### config.mk
export PLATFORM = sky130hd
export DESIGN_NAME = shift_sequencer
export DESIGN_NICKNAME = d
export VERILOG_FILES = /design/src/rtl/shift_sequencer.sv
export SDC_FILE = /design/constraint.sdc
export NUM_CORES = 1
export LEC_CHECK = 0
export ABC_AREA = 1
export CORE_ASPECT_RATIO = 0.7
export CORE_MARGIN = 4
export CORE_UTILIZATION = 50
export DETAILED_ROUTE_END_ITERATION = 10
export PLACE_DENSITY_LB_ADDON = 0.1
export SYNTH_ARGS = -nofsm -noshare
export SYNTH_HDL_FRONTEND = slang
export SYNTH_SLANG_ARGS = --single-unit
### constraint.sdc
create_clock -name i_clk -period 2.32 [get_ports i_clk]
set_input_delay 0.464 -clock i_clk [delete_from_list [all_inputs] [get_ports i_clk]]
set_output_delay 0.464 -clock i_clk [all_outputs]
set_load 0.02 [all_outputs]
### src/rtl/shift_sequencer.sv
// Multi-cycle LSL/LSR/ASR/ROR shifter: applies a coarse STEP-bit shift per cycle
// while the remaining amount allows it, then finishes with 1-bit shifts.
module shift_sequencer #(
    parameter int WIDTH    = 64,
    parameter int STEP     = 4,
    parameter int AMT_BITS = $clog2(WIDTH)
) (
    input  logic                i_clk,
    input  logic                i_reset,
    input  logic                i_start,
    input  logic [1:0]          i_op,
    input  logic [AMT_BITS-1:0] i_amt,
    input  logic [WIDTH-1:0]    i_in,
    output logic [WIDTH-1:0]    o_out,
    output logic                o_busy,
    output logic                o_done
);

    // state   | meaning
    // S_IDLE  | waiting for i_start; latches operands on acceptance
    // S_SHIFT | one coarse or single-bit step per cycle until r_rem reaches 0
    // S_DONE  | o_out valid, o_done pulsed for this one cycle
    typedef enum logic [1:0] {S_IDLE, S_SHIFT, S_DONE} state_t;

    localparam logic [AMT_BITS-1:0] STEP_A = AMT_BITS'(STEP);
    localparam logic [AMT_BITS-1:0] ONE_A  = AMT_BITS'(1);

    state_t              r_state, w_state_nxt;
    logic [WIDTH-1:0]    r_acc, w_acc_nxt;
    logic [WIDTH-1:0]    r_out, w_out_nxt;
    logic [AMT_BITS-1:0] r_rem, w_rem_nxt;
    logic [1:0]          r_op, w_op_nxt;
    logic [WIDTH-1:0]    w_sh_step, w_sh_one, w_sh;
    logic [AMT_BITS-1:0] w_rem_dec;
    logic                w_coarse;

    // k is always a constant at the call sites, so each call is plain wiring
    function automatic logic [WIDTH-1:0] shift_by(input logic [WIDTH-1:0] a,
                                                  input logic [1:0]       op,
                                                  input int               k);
        case (op)
            2'b00:   shift_by = a << k;
            2'b01:   shift_by = a >> k;
            2'b10:   shift_by = WIDTH'($signed(a) >>> k);
            default: shift_by = (a >> k) | (a << (WIDTH - k));
        endcase
    endfunction

    always_comb begin
        w_coarse    = (r_rem >= STEP_A);
        w_sh_step   = shift_by(r_acc, r_op, STEP);
        w_sh_one    = shift_by(r_acc, r_op, 1);
        w_sh        = w_coarse ? w_sh_step : w_sh_one;
        w_rem_dec   = w_coarse ? (r_rem - STEP_A) : (r_rem - ONE_A);

        w_state_nxt = r_state;
        w_acc_nxt   = r_acc;
        w_out_nxt   = r_out;
        w_rem_nxt   = r_rem;
        w_op_nxt    = r_op;

        case (r_state)
            S_IDLE: begin
                if (i_start) begin
                    w_acc_nxt = i_in;
                    w_op_nxt  = i_op;
                    w_rem_nxt = i_amt;
                    if (i_amt == '0) begin
                        w_state_nxt = S_DONE;
                        w_out_nxt   = i_in;
                    end else begin
                        w_state_nxt = S_SHIFT;
                    end
                end
            end
            S_SHIFT: begin
                w_acc_nxt = w_sh;
                w_rem_nxt = w_rem_dec;
                if (w_rem_dec == '0) begin
                    w_state_nxt = S_DONE;
                    w_out_nxt   = w_sh;
                end
            end
            default: begin
                w_state_nxt = S_IDLE;
            end
        endcase

        o_busy = (r_state != S_IDLE);
        o_done = (r_state == S_DONE);
        o_out  = r_out;
    end

    always_ff @(posedge i_clk) begin
        if (i_reset) begin
            r_state <= S_IDLE;
            r_acc   <= '0;
            r_out   <= '0;
            r_rem   <= '0;
            r_op    <= 2'b00;
        end else begin
            r_state <= w_state_nxt;
            r_acc   <= w_acc_nxt;
            r_out   <= w_out_nxt;
            r_rem   <= w_rem_nxt;
            r_op    <= w_op_nxt;
        end
    end

endmodule

==> flow_summary.ini, run 1 <==
[outcome]
status = finished, final reports clean

[yosys]
syn_area_sq_um = 8130
synth_edf_count = 0
ys_async_sr_fraction_pct = 0
seq_area_frac_synth_pct = 34.0
synth_seq_cells = 138
synth_ff_type = dfxtp_1
ys_warn_count = 0
synth_top_area_share_pct = 34.0
yosys-top-cells-count = 309 x nand2_1, 187 x o21ai_0, 146 x a21oi_1
avgSynthCellArea_sq_um = 6.21
synth_largest_area_cell = dfxtp_1
synthCells = 1310
synthMostInstantiatedCell = nand2_1
synthDistinctLibCells = 30
syn-num-nets = 1389
yosys-top-cells-area = dfxtp_1 34%, nand2_1 14%, o21ai_0 12%

[cells_and_area]
fillers = 1425
instances_no_fill = 1634
nets = 1480
post-route-cell-area_sq_um = 10500
areaGrowthSynthToFinish_pct = 29.4
antenna_cells = 0
fin_util_pct = 66.8
drive_gt1_share_pct = 6.01

[setup_path]
crit_path_end_kind = flop
arrival_ns = 2.55
worst_setup_path_start_kind = flop
cp.required_ns = 2.64
crit_type = flop to flop
path_max_fanout = 15

[run]
maxCapViolations = 0

[pwr]
clockPowerShare_pct = 28.9
seq_power_share_pct = 31.6
switching_share_pct = 38.7
vdd_drop_max_mv = 0.652
p_switching_mw = 3.64
p_int_mw = 5.77
power_frac_comb_pct = 39.6
power_mw = 9.41
powerDensity_nw_per_um2 = 894
power.leakage_nw = 4.88

[route]
drc = 0
dr.pass1.iters = 8
via_count = 8877
ant_nets = 0
first_iter_violations = 1023
drt-vias-per-instance = 5.43
drt-total-wl_um = 24600
wl_per_cell_um = 15.1

[cts]
clock_sinks = 138
clk_latency_ns = 0.43
cts_tree = built
numCtsBuffers = 17
htree_levels = 4
holdBufCountCts = 0
cts_max_path_buffers = 2
clkTransAtPathRegs_ns = 0.07
root_buffer = clkbuf_16

[die]
start_util_pct = 51.7
die_area_sq_um = 18400
row_count = 38
dieWidth_um = 160
io_pins = 141
die_y_um = 115
core_area_sq_um = 15700

[sta]
hold_viol = 0
max_freq_mhz = 448
worst_pin_slew_ns = 0.716
min_period_over_period_pct = 96.2
maxSlewHeadroom_pct = 52.3
min_period_ns = 2.23
slew_violations = 0
fin_skew_ns = 0.0133
setup_violations = 0

[placed_design]
gp_congestion = 0.929
port-buffer-count = 140
placed_cell_area_sq_um = 9760
place_inst = 1596
hpwl_um = 15900

[global_routing]
grt_overflow_total = 0
track_usage_pct = 26.0
antenna_found_initial = 0
grt_pass1_vias = 7999
grt_pass1_wl_um = 39900
grt_max_degree = 91

[hold_path]
min-delay-path-class = flop to flop
## cells by family after synthesis
kind of cell / after synthesis / synth area share (%)
adders and majority gates: 4 / 0.616
AOI/OAI and AO/OA: 383 / 24.8
and+or+nand+nor: 538 / 28.1
DFF: 138 / 34.0
xor gates and xnor gates: 1 / 0.108
muxes: 2 / 0.246
buffers and inverters: 244 / 12.2
## placed cells by master (no fill, tap or decap), types with 2 or more instances in the layout
cell type	instances
clkinv_2	3
inv_1	136
inv_2	7
buf_16	4
clkinv_4	2
nand2_2	2
mux2i_1	2
nand3_1	21
bufinv_16	2
ha_1	3
nor2_4	4
a21oi_1	146
dfxtp_2	3
o21ai_1	11
buf_12	13
nor2_1	141
buf_4	14
clkdlybuf4s50_1	139
nand2_1	308
nand3b_1	55
o311ai_0	5
a31oi_1	4
o211ai_1	27
clkinvlp_4	5
dfxtp_1	135
clkbuf_16	19
o21ai_0	187
nand4_1	4
inv_6	2
## through the flow
step	setup WS (ns)	setup TNS, ns	hold slack, ns
2_1_floorplan	0.275	0	0.468
5_1_grt	-0.0308	-0.158	0.508
3_5_place_dp	-0.0627	-1.63	0.467
6_report	0.0886	0	0.479
4_1_cts	0.000274	0	0.485
3_3_place_gp	-0.0165	-0.0795	0.460
## layer usage
metal	wire length, um	GRT usage [%]	vias to the layer above
li1	-	-	4445
met1	11900	39.2	3980
met2	10200	38.4	439
met3	2380	5.36	13
met4	154	4.99	0
met5	0	0	-
## layout make-up
class,count,area [sq um],area share (%)
clock buffer,18,429,4.08
clock inverter,14,148,1.40
inverter,143,537,5.10
multi-input combinational,928,4440,42.2
sequential,138,2770,26.3
tap,220,275,2.62
timing repair buffer,173,1920,18.3
## state kept, by name, indices dropped and copies added, names as in the netlist
| name | flops |
|---|---|
| o_out | 64 |
| r_state | 2 |
| r_op | 2 |
| r_acc | 64 |
| r_rem | 6 |
## worst max-delay path, stage by stage (launching register included)
cell	delay (ns)
dfxtp_2	0.36
inv_1	0.07
buf_4	0.15
ha_1	0.22
xnor2_1	0.17
nor2_1	0.10
nor2_4	0.14
nand3_1	0.14
o21bai_4	0.18
buf_12	0.19
clkbuf_16	0.19
nand3b_1	0.08
nand2_1	0.08
nor2_1	0.04
## what timing repair did
| action | 4_1_cts | 5_1_grt |
|---|---|---|
| setup endpoints to repair | 60 | 67 |
| pin swaps | 1 | 1 |
| cloned | 2 | 2 |
| setup buffers | 1 | 1 |
| gates resized for setup | 3 | 12 |
| hold endpoints to repair | 0 | 0 |
## final timing paths
path	startpoint	endpoint	slack, ns	cells after the start
setup / recovery	r_rem[0]$_SDFFE_PP0P_	o_out[53]$_SDFFE_PP0P_	0.09	13
hold / removal	o_out[12]$_SDFFE_PP0P_	o_out[12]$_SDFFE_PP0P_	0.48	2
setup reg to reg	r_rem[0]$_SDFFE_PP0P_	o_out[53]$_SDFFE_PP0P_	0.09	13
hold reg to reg	o_out[12]$_SDFFE_PP0P_	o_out[12]$_SDFFE_PP0P_	0.48	2
## power groups by stage
stage	sequential, mW	combinational [mW]	clock [mW]
6_report	2.97	3.72	2.72
5_1_grt	3.01	4.13	2.85
4_1_cts	2.96	3.60	2.74
3_5_place_dp	3.00	3.49	0
3_3_place_gp	3.00	3.44	0
2_1_floorplan	3.14	2.21	0
Power figures use the tool's default switching activity.
==> run 2, diff against run 1 <==
CTS_CLUSTER_DIAMETER = 40   (was default)
==> results of run 2 <==
Same layout as run 1: the final DEF is identical, and so are final timing and power.
==> run 3, diff against run 2 <==
MAX_ROUTING_LAYER = met4   (was default)
==> run 3 against run 2 <==
  * Hold slack is essentially flat
  * Clock-buffer cell count grew 1
  * Design area grew 0.57%
  * Clock skew is essentially flat
  * Setup slack lost 0.024 ns
  * Via count grew 0.68%
  * Global-route usage grew 0.22 points
  * First-iteration DRC count shrank 19%
  * Die area is the same
  * Cell count grew 0.67%
  * Largest power group unchanged
  * Highest routed layer unchanged
==> flow_summary.ini, run 3 (synthesized netlist as in run 1, its figures left out) <==
[cells_and_area]
multi_input_area_sq_um = 4430
areaGrowthSynthToFinish_pct = 30.1
final_common_cell = nand2_1
seq_area_sq_um = 2770
fillers = 1396
antenna_cells = 0
post-route-cell-area_sq_um = 10600
nets = 1491
instances_no_fill = 1645
layout_common_cells = 308 x nand2_1, 187 x o21ai_0, 146 x a21oi_1, 141 x nor2_1, 139 x clkdlybuf4s50_1
drive_gt1_share_pct = 6.60

[sta]
min_period_ns = 2.26
setup_violations = 0
slew_violations = 0
max_freq_mhz = 443
min_period_over_period_pct = 97.2
hold_viol = 0
maxSlewHeadroom_pct = 50.3
fin_ws_ns = 0.0643
worst_hold_slack_ns = 0.480
worst_pin_slew_ns = 0.745
fin_skew_ns = 0.0133

[cts]
root_buffer = clkbuf_16
htree_levels = 4
numCtsBuffers = 17
holdBufCountCts = 0
clock_sinks = 138
clkTransAtPathRegs_ns = 0.07
cts_max_path_buffers = 2
clk_latency_ns = 0.42
cts_tree = built

[setup_path]
worst_path_max_delay_cell = dfxtp_2
crit_path_end_kind = flop
path_max_fanout = 30
cp.required_ns = 2.63
critPathTopFamily = simple AND/OR/NAND/NOR gates
crit_buf_inv = 4
arrival_ns = 2.56
path_cells = inv_2 -> ha_2 -> buf_4 -> nand2_1 -> a31oi_1 -> nor2_1 -> nand3_1 -> o21bai_4 -> buf_12 -> clkbuf_16 -> nand3_1 -> nand2_1 -> nor2_1
slowest_delay_ns = 0.39
crit_type = flop to flop
worst_setup_path_start_kind = flop

[route]
ant_nets = 0
drt-vias-per-instance = 5.43
wl_per_cell_um = 15.0
via_count = 8937
dr.pass1.iters = 6
first_iter_violations = 827
drt-total-wl_um = 24700
drc = 0

[global_routing]
grt_max_degree = 91
grt_pass1_wl_um = 39300
grt_pass1_vias = 7864
grt_overflow_total = 0
antenna_found_initial = 0
track_usage_pct = 26.2

[die]
core_area_sq_um = 15700
die_y_um = 115
die_area_sq_um = 18400
row_count = 38
dieWidth_um = 160
start_util_pct = 51.7
io_pins = 141

[pwr]
powerDensity_nw_per_um2 = 906
power.leakage_nw = 4.94
vdd_drop_max_mv = 0.501

[placed_design]
place_inst = 1607
port-buffer-count = 140
hpwl_um = 15900
dp_slack_ns = 0.0388
placed_cell_area_sq_um = 9810
gp_congestion = 0.902

[hold_path]
min-delay-path-class = flop to flop

[outcome]
status = finished, final reports clean

[run]
maxCapViolations = 0
[run 3: final cells by class]
type	instances	share of cell area, %
Timing Repair Buffer	184	18.4
Multi-Input combinational cell	928	41.8
Inverter	143	5.07
Clock buffer	19	4.09
Sequential cell	138	26.2
Clock inverter	13	1.81
Tap cell	220	2.60
[run 3: worst register-to-register path, stage by stage, from the launching register on]
cell and delay [ns]:
dfxtp_2 0.39, inv_2 0.08, ha_2 0.22, buf_4 0.15
nand2_1 0.06, a31oi_1 0.04, nor2_1 0.21, nand3_1 0.16
o21bai_4 0.29, buf_12 0.15, clkbuf_16 0.20, nand3_1 0.10
nand2_1 0.06, nor2_1 0.04
[run 3: what timing repair did]
action | 4_1_cts | 5_1_grt
resized for setup | 0 | 10
setup buffers | 0 | 3
setup endpoints to repair | 0 | 66
[run 3: path summary, 6_finish.rpt]
kind | start | end | depth (start not counted) | slack (ns)
worst max-delay path | r_rem[2]$_SDFFE_PP0P_ | o_out[3]$_SDFFE_PP0P_ | 13 | 0.06
worst min-delay path | o_out[14]$_SDFFE_PP0P_ | o_out[14]$_SDFFE_PP0P_ | 2 | 0.48
worst max register to register | r_rem[2]$_SDFFE_PP0P_ | o_out[3]$_SDFFE_PP0P_ | 13 | 0.06
worst min register to register | o_out[14]$_SDFFE_PP0P_ | o_out[14]$_SDFFE_PP0P_ | 2 | 0.48
[run 3: metrics by stage]
step                setup TNS [ns]  util [%]  power (mW)
global placement                 0      62.3        6.46
finish                           0      67.2        9.58
CTS                              0      66.3        9.43
global route                -0.424      67.2        10.2
detailed placement               0      62.3        6.50
floorplan                        0         -        5.35
[run 3: power breakdown]
part           switching (mW)  internal (mW)  total (mW)
Clock                    1.10           1.81        2.91
Sequential              0.227           2.74        2.97
Combinational            2.27           1.44        3.71
[run 3: per-layer routing]
layer | vias up | share of wire [%] | track usage (%)
li1 | 4463 | - | -
met1 | 4026 | 49 | 39.5
met2 | 423 | 42 | 36.9
met3 | 25 | 8.2 | 3.74
met4 | 0 | 1.0 | 5.79
met5 | - | 0 | -
